===== src/rtl/pipe_hazard_ctrl_if.sv =====
// Hazard control bundle between the stage modules and pipe_hazard_ctrl.
// master = stage side raising requests, slave = the controller.
interface pipe_hazard_ctrl_if #(
    parameter int ADDR_W = 32,
    parameter int STAGES = 5
);
    logic              hold_i;
    logic [STAGES-1:0] stall_req_i;
    logic              jump_i;
    logic [ADDR_W-1:0] jump_addr_i;
    logic              hold_ena_o;
    logic [STAGES-1:0] stall_o;
    logic [STAGES-1:0] flush_o;
    logic              jump_ena_o;
    logic [ADDR_W-1:0] jump_addr_o;
    logic              jump_pending_o;
    logic              hold_timeout_o;
    logic [31:0]       stall_cycles_o;

    modport master (
        output hold_i, stall_req_i, jump_i, jump_addr_i,
        input  hold_ena_o, stall_o, flush_o, jump_ena_o, jump_addr_o,
        input  jump_pending_o, hold_timeout_o, stall_cycles_o
    );

    modport slave (
        input  hold_i, stall_req_i, jump_i, jump_addr_i,
        output hold_ena_o, stall_o, flush_o, jump_ena_o, jump_addr_o,
        output jump_pending_o, hold_timeout_o, stall_cycles_o
    );
endinterface


===== src/rtl/pipe_hazard_ctrl.sv =====
// Pipeline control: merges bus hold, stall requests and redirects into
// per-stage stall/flush vectors, with deferred redirect and hold watchdog.
module pipe_hazard_ctrl #(
    parameter int ADDR_W       = 32,
    parameter int STAGES       = 5,
    parameter int JUMP_STAGE   = 2,
    parameter int HOLD_TIMEOUT = 255
) (
    input logic               clk_100MHz,
    input logic               srst,
    pipe_hazard_ctrl_if.slave bus
);
    localparam int CW = (HOLD_TIMEOUT > 0) ? $clog2(HOLD_TIMEOUT + 1) : 1;
    localparam logic [CW-1:0] WD_MAX = CW'(HOLD_TIMEOUT);
    localparam logic [CW-1:0] WD_LAST =
        CW'((HOLD_TIMEOUT > 0) ? HOLD_TIMEOUT - 1 : 0);

    function automatic logic [STAGES-1:0] upto(input int n);
        logic [STAGES-1:0] m;
        m = '0;
        for (int i = 0; i < STAGES; i++)
            if (i <= n) m[i] = 1'b1;
        return m;
    endfunction

    localparam logic [STAGES-1:0] JMP_ZONE  = upto(JUMP_STAGE);
    localparam logic [STAGES-1:0] JMP_FLUSH = JMP_ZONE & ~upto(0);

    typedef enum logic {IDLE, PEND} pend_e;

    pend_e             state, state_n;
    logic [ADDR_W-1:0] pend_addr;
    logic [ADDR_W-1:0] last_addr;
    logic [CW-1:0]     wd_cnt;
    logic              wd_flag;
    logic [31:0]       stall_cnt;

    logic              pending;
    logic              blocked;
    logic              src_valid;
    logic [ADDR_W-1:0] src_addr;
    logic              issue;
    logic [STAGES-1:0] req_mask;
    logic [STAGES-1:0] req_flush;
    logic [STAGES-1:0] stall;
    logic [STAGES-1:0] flush;

    assign pending   = (state == PEND);
    assign blocked   = bus.hold_i | (|bus.stall_req_i[STAGES-1:JUMP_STAGE]);
    assign src_valid = pending | bus.jump_i;
    assign src_addr  = pending ? pend_addr : bus.jump_addr_i;
    assign issue     = src_valid & ~blocked;

    always_ff @(posedge clk_100MHz) begin
        if (srst) state <= IDLE;
        else      state <= state_n;
    end

    always_comb begin
        state_n = state;
        unique case (state)
            IDLE: if (bus.jump_i && blocked) state_n = PEND;
            PEND: if (!blocked) state_n = IDLE;
            default: state_n = IDLE;
        endcase
    end

    // Everything at or below the oldest requester stalls; the stage
    // just above it takes a bubble.
    always_comb begin
        logic acc;
        acc       = 1'b0;
        req_mask  = '0;
        req_flush = '0;
        for (int j = STAGES - 1; j >= 0; j--) begin
            acc         = acc | bus.stall_req_i[j];
            req_mask[j] = acc;
        end
        for (int j = 1; j < STAGES; j++)
            req_flush[j] = req_mask[j-1] & ~req_mask[j];
    end

    always_comb begin
        stall          = '0;
        flush          = '0;
        bus.hold_ena_o = 1'b0;
        bus.jump_ena_o = 1'b0;
        if (srst) begin
            flush = '1;
        end else if (bus.hold_i) begin
            bus.hold_ena_o = 1'b1;
            stall          = '1;
        end else if (issue) begin
            bus.jump_ena_o = 1'b1;
            stall          = req_mask & ~JMP_ZONE;
            flush          = req_flush | JMP_FLUSH;
        end else begin
            stall = req_mask;
            flush = req_flush;
        end
    end

    always_ff @(posedge clk_100MHz) begin
        if (srst) begin
            pend_addr <= '0;
            last_addr <= '0;
        end else begin
            if (state == IDLE && bus.jump_i && blocked)
                pend_addr <= bus.jump_addr_i;
            if (src_valid)
                last_addr <= src_addr;
        end
    end

    always_ff @(posedge clk_100MHz) begin
        if (srst) begin
            wd_cnt  <= '0;
            wd_flag <= 1'b0;
        end else begin
            if (!bus.hold_i)          wd_cnt <= '0;
            else if (wd_cnt != WD_MAX) wd_cnt <= wd_cnt + 1'b1;
            if (HOLD_TIMEOUT != 0 && bus.hold_i && wd_cnt >= WD_LAST)
                wd_flag <= 1'b1;
        end
    end

    always_ff @(posedge clk_100MHz) begin
        if (srst)
            stall_cnt <= '0;
        else if (stall[0] && stall_cnt != 32'hFFFF_FFFF)
            stall_cnt <= stall_cnt + 32'd1;
    end

    assign bus.stall_o        = stall;
    assign bus.flush_o        = flush;
    assign bus.jump_addr_o    = src_valid ? src_addr : last_addr;
    assign bus.jump_pending_o = pending;
    assign bus.hold_timeout_o = wd_flag;
    assign bus.stall_cycles_o = stall_cnt;
endmodule


===== src/flat_wrapper.sv =====
// flat-port wrapper written by rule: the top's interface ports become plain ports
module pipe_hazard_ctrl_flat 
#(
    parameter int ADDR_W       = 32,
    parameter int STAGES       = 5,
    parameter int JUMP_STAGE   = 2,
    parameter int HOLD_TIMEOUT = 255
)
  (clk_100MHz, srst, bus_hold_i, bus_stall_req_i, bus_jump_i, bus_jump_addr_i, bus_hold_ena_o, bus_stall_o, bus_flush_o, bus_jump_ena_o, bus_jump_addr_o, bus_jump_pending_o, bus_hold_timeout_o, bus_stall_cycles_o);
  pipe_hazard_ctrl_if #(.ADDR_W(ADDR_W), .STAGES(STAGES)) bus_i ();
  input logic clk_100MHz;
  input logic srst;
  input wire logic [$bits(bus_i.hold_i)-1:0] bus_hold_i;
  input wire logic [$bits(bus_i.stall_req_i)-1:0] bus_stall_req_i;
  input wire logic [$bits(bus_i.jump_i)-1:0] bus_jump_i;
  input wire logic [$bits(bus_i.jump_addr_i)-1:0] bus_jump_addr_i;
  output wire logic [$bits(bus_i.hold_ena_o)-1:0] bus_hold_ena_o;
  output wire logic [$bits(bus_i.stall_o)-1:0] bus_stall_o;
  output wire logic [$bits(bus_i.flush_o)-1:0] bus_flush_o;
  output wire logic [$bits(bus_i.jump_ena_o)-1:0] bus_jump_ena_o;
  output wire logic [$bits(bus_i.jump_addr_o)-1:0] bus_jump_addr_o;
  output wire logic [$bits(bus_i.jump_pending_o)-1:0] bus_jump_pending_o;
  output wire logic [$bits(bus_i.hold_timeout_o)-1:0] bus_hold_timeout_o;
  output wire logic [$bits(bus_i.stall_cycles_o)-1:0] bus_stall_cycles_o;
  assign bus_i.hold_i = bus_hold_i;
  assign bus_i.stall_req_i = bus_stall_req_i;
  assign bus_i.jump_i = bus_jump_i;
  assign bus_i.jump_addr_i = bus_jump_addr_i;
  assign bus_hold_ena_o = bus_i.hold_ena_o;
  assign bus_stall_o = bus_i.stall_o;
  assign bus_flush_o = bus_i.flush_o;
  assign bus_jump_ena_o = bus_i.jump_ena_o;
  assign bus_jump_addr_o = bus_i.jump_addr_o;
  assign bus_jump_pending_o = bus_i.jump_pending_o;
  assign bus_hold_timeout_o = bus_i.hold_timeout_o;
  assign bus_stall_cycles_o = bus_i.stall_cycles_o;
  pipe_hazard_ctrl #(.ADDR_W(ADDR_W), .STAGES(STAGES), .JUMP_STAGE(JUMP_STAGE), .HOLD_TIMEOUT(HOLD_TIMEOUT)) u_core (.clk_100MHz(clk_100MHz), .srst(srst), .bus(bus_i));
endmodule

===== config.mk =====
export PLATFORM = sky130hd
export DESIGN_NAME = pipe_hazard_ctrl_flat
export DESIGN_NICKNAME = d
export VERILOG_FILES = /design/src/rtl/pipe_hazard_ctrl_if.sv /design/src/rtl/pipe_hazard_ctrl.sv /design/src/flat_wrapper.sv
export SDC_FILE = /design/constraint.sdc
export NUM_CORES = 1
export LEC_CHECK = 0
export CAP_MARGIN = 10
export CORE_MARGIN = 2
export CORE_UTILIZATION = 45
export CTS_CLUSTER_SIZE = 25
export DETAILED_ROUTE_END_ITERATION = 8
export GPL_TIMING_DRIVEN = 0
export HOLD_SLACK_MARGIN = 0.15
export PLACE_DENSITY = 0.77
export SETUP_SLACK_MARGIN = 0.02
export SLEW_MARGIN = 25
export SYNTH_ARGS = -nofsm -noshare
export SYNTH_HDL_FRONTEND = slang
export SYNTH_SLANG_ARGS = --single-unit

===== constraint.sdc =====
create_clock -name clk_100MHz -period 2 [get_ports clk_100MHz]
set_input_delay 0.3 -clock clk_100MHz [delete_from_list [all_inputs] [get_ports clk_100MHz]]
set_output_delay 0.3 -clock clk_100MHz [all_outputs]
set_load 0.05 [all_outputs]

==> summary.txt <==
Floorplan
  – Die area: 0.01147 mm²
  – Row Count: 37
  – I/O pins: 119
  – Core ar.: 0.01032 mm²
  – Initial Util: 0.4631
  – Die extent in y: 107.1 µm
  – Die X: 107.1 µm

Synthesis
  – Post-synth EDFFs: 0
  – Post-synth top flop: dfxtp_1
  – Synth Net Count: 624
  – Synth top area share: 0.4439
  – Synth area leaders: dfxtp_1 44%, nand2_1 9.5%, mux2i_1 6.7%
  – Mapped Cells: 580
  – Asr flop ratio synth: 0
  – Leading area contributor after synthesis: dfxtp_1
  – Syn_area_per_cell: 8.243 µm²
  – Mapped cell area: 0.004781 mm²
  – Synth cell types: 47
  – Syn. warnings: 0
  – Register area share after synthesis: 0.4439
  – Seq cells post-synth: 106

Timing
  – Worst slew margin: 0.5526
  – Setup WS post-layout: -0.2301 ns
  – Final period util: 1.115
  – Hold Vio Cnt, Final: 0
  – Final setup fails: 28
  – Final Slew Violations: 0
  – Max Clk Rate: 448.4 MHz
  – Setup tns final: -3.407 ns
  – Unrepaired setup endpoints after global routing: true
  – Worst-Margin Slew: 0.6712 ns
  – Max Clock Skew: 0.009331 ns
  – Fin crit period: 2.230 ns

Drt
  – Drt wl/cell: 16.59 µm
  – Via count: 4825
  – Remaining DRCs: 0
  – Vias/cell: 5.471
  – WL final: 14630 µm
  – Drt first pass iters: 4
  – Post-DRT Antenna Nets: 0
  – DRT iter0 DRCs: 275

Flow run
  – Maxcap violations: 0

Worst setup path
  – CP Launch Type: flop
  – Worst Reg-to-Reg Cells: 7
  – CP peak stage delay: 0.48 ns
  – CP max-delay cell: or4_4
  – CP Max Fanout: 4
  – Req. time, crit path: 2.25 ns
  – Crit end category: flop
  – Critical path class: reg2reg
  – Crit-path cells: nand4_1 > nor4_4 > nand4_4 > or4_4 > buf_4 > o21ai_1 > a21oi_2
  – Worst EP arrival: 2.48 ns

Layout
  – Layout cells sized above 1: 0.3097
  – Area grow syn2layout: 50.90%
  – Fillcell total: 813
  – Antenna cells: 0
  – Most frequent cells in the layout: 120 x nand2_1, 75 x dfxtp_1, 62 x buf_4
  – Commonest non-fill, non-tap cell in the layout: nand2_1
  – Finished Layout Cells: 882
  – Nets: 785

Place
  – PortBufs: 116
  – Gpl congestion: 0.8232
  – Placed cell count: 832
  – Dpl hpwl: 9606 µm

Power
  – Power Density: 660.7 mW/mm²
  – Peak supply drop: 424.8 µV
  – Leakage power: 2.928 nW

GRT
  – GRT met3 Usage: 0.03647
  – Vias in the first global route: 4653
  – Grt ovf: 0
  – Global-route wire length before repair: 23230 µm
  – GRT Total Usage: 0.2566
  – Largest net degree at the start of global routing: 18
  – Grt peak-use layer: met2
  – Grt met2 use: 0.4281
  – Routing usage on met1: 0.3307
  – Antenna violations before repair: 0

Outcome
  – Status: finished with violations
  – Failing checks: negative setup slack

Clock network
  – Max clock buf depth: 2
  – Clock sink count: 106
  – Root cell of the clock tree: clkbuf_8
  – Register clock-pin slew on the reported worst setup and hold paths: 0.10 ns
  – CTS buffer count: 9
  – CTS HTree Levels: 3
  – CTS Hold Buffers Added: 0
  – CTS tree: built
  – Clk_lat worst skew: 0.38 ns

Hold path
  – Min-delay worst type: in2reg
  – Hold path depth: 3
[layout make-up]
type	instances	area (µm²)	area share
Timing Repair Buffer	151	1381	0.1915
Tap cell	136	170.2	0.02359
Clock buffer	12	187.7	0.02601
Buffer	37	256.5	0.03555
Multi-Input combinational cell	433	2939	0.4074
Clock inverter	4	52.55	0.007284
Sequential cell	106	2216	0.3071
Inverter	3	11.26	0.001561
[synthesized netlist by cell type (12+ instances only)]
cell type,instances
nand2_1,121
and2_1,33
a21oi_1,43
mux2i_1,32
nor4_1,12
dfxtp_1,106
nand3_1,14
xnor2_1,23
clkbuf_1,29
nor2_1,49
o21ai_0,36
[cell families (layout without fill, tap and decap cells)]
group / after synthesis / after routing / share of synthesized area
simple gates: 278 / 278 / 0.2876
flops: 106 / 106 / 0.4439
xor+xnor: 25 / 25 / 0.04580
fa+ha+maj: 3 / 3 / 0.007852
buf+inv: 41 / 207 / 0.03507
mux: 36 / 36 / 0.07642
compound gates: 91 / 91 / 0.1034
[where the power goes]
part / switching, mW / internal (mW) / total, mW
clock network: 0.761 / 0.770 / 1.53
logic: 0.660 / 0.354 / 1.01
registers: 0.0457 / 2.17 / 2.22
[state kept, by name, summed over array words and instances (netlist names)]
signal,flops
u_core.bus.hold_timeout_o,1
u_core.bus.jump_pending_o,1
u_core.pend_addr,32
u_core.last_addr,32
u_core.wd_cnt,8
u_core.bus.stall_cycles_o,32
[through the flow]
| stage | hold WS, ns | cell area, µm² | power, mW | worst slack (ns) | utilization |
|---|---|---|---|---|---|
| floorplan | 0.4360 | 5086 | 2.898 | -0.2206 | - |
| global placement | 0.4415 | 6417 | 3.241 | -1.541 | 0.6216 |
| detailed placement | 0.4469 | 6417 | 3.261 | -1.546 | 0.6216 |
| CTS | 0.3820 | 7028 | 4.760 | -0.1016 | 0.6808 |
| global route | 0.3641 | 7214 | 4.938 | -0.2903 | 0.6988 |
| finish | 0.3468 | 7214 | 4.767 | -0.2301 | 0.6988 |
[routing by layer]
layer	vias up	wire [µm]
met5	-	0
met4	0	335
met3	29	763
met2	155	7319
met1	2338	6215
li1	2303	-
[repair_timing]
action                                  CTS  global route
cloned                                    2             0
endpoints found under the setup margin  103            71
resized for setup                       324            53
pin swaps                                22            27
buffers inserted                         26             7
[final timing paths]
kind	startpoint	slack, ns	end
max reg2reg	u_core.bus.stall_cycles_o[6]	-0.23	u_core.bus.stall_cycles_o[27]
min reg2reg	u_core.pend_addr[8]	0.46	u_core.pend_addr[8]
min	srst	0.35	u_core.bus.stall_cycles_o[15]
max	u_core.bus.stall_cycles_o[6]	-0.23	u_core.bus.stall_cycles_o[27]
[critical path, delay by kind of cell, from the launching register on]
kind	cells	cell delay (ns)
AO/OA/AOI/OAI	2	0.23
AND/OR/NAND/NOR	4	1.29
flip-flops	1	0.38
buffers and inverters	1	0.17
No activity file was read; power rests on OpenSTA's default activity.
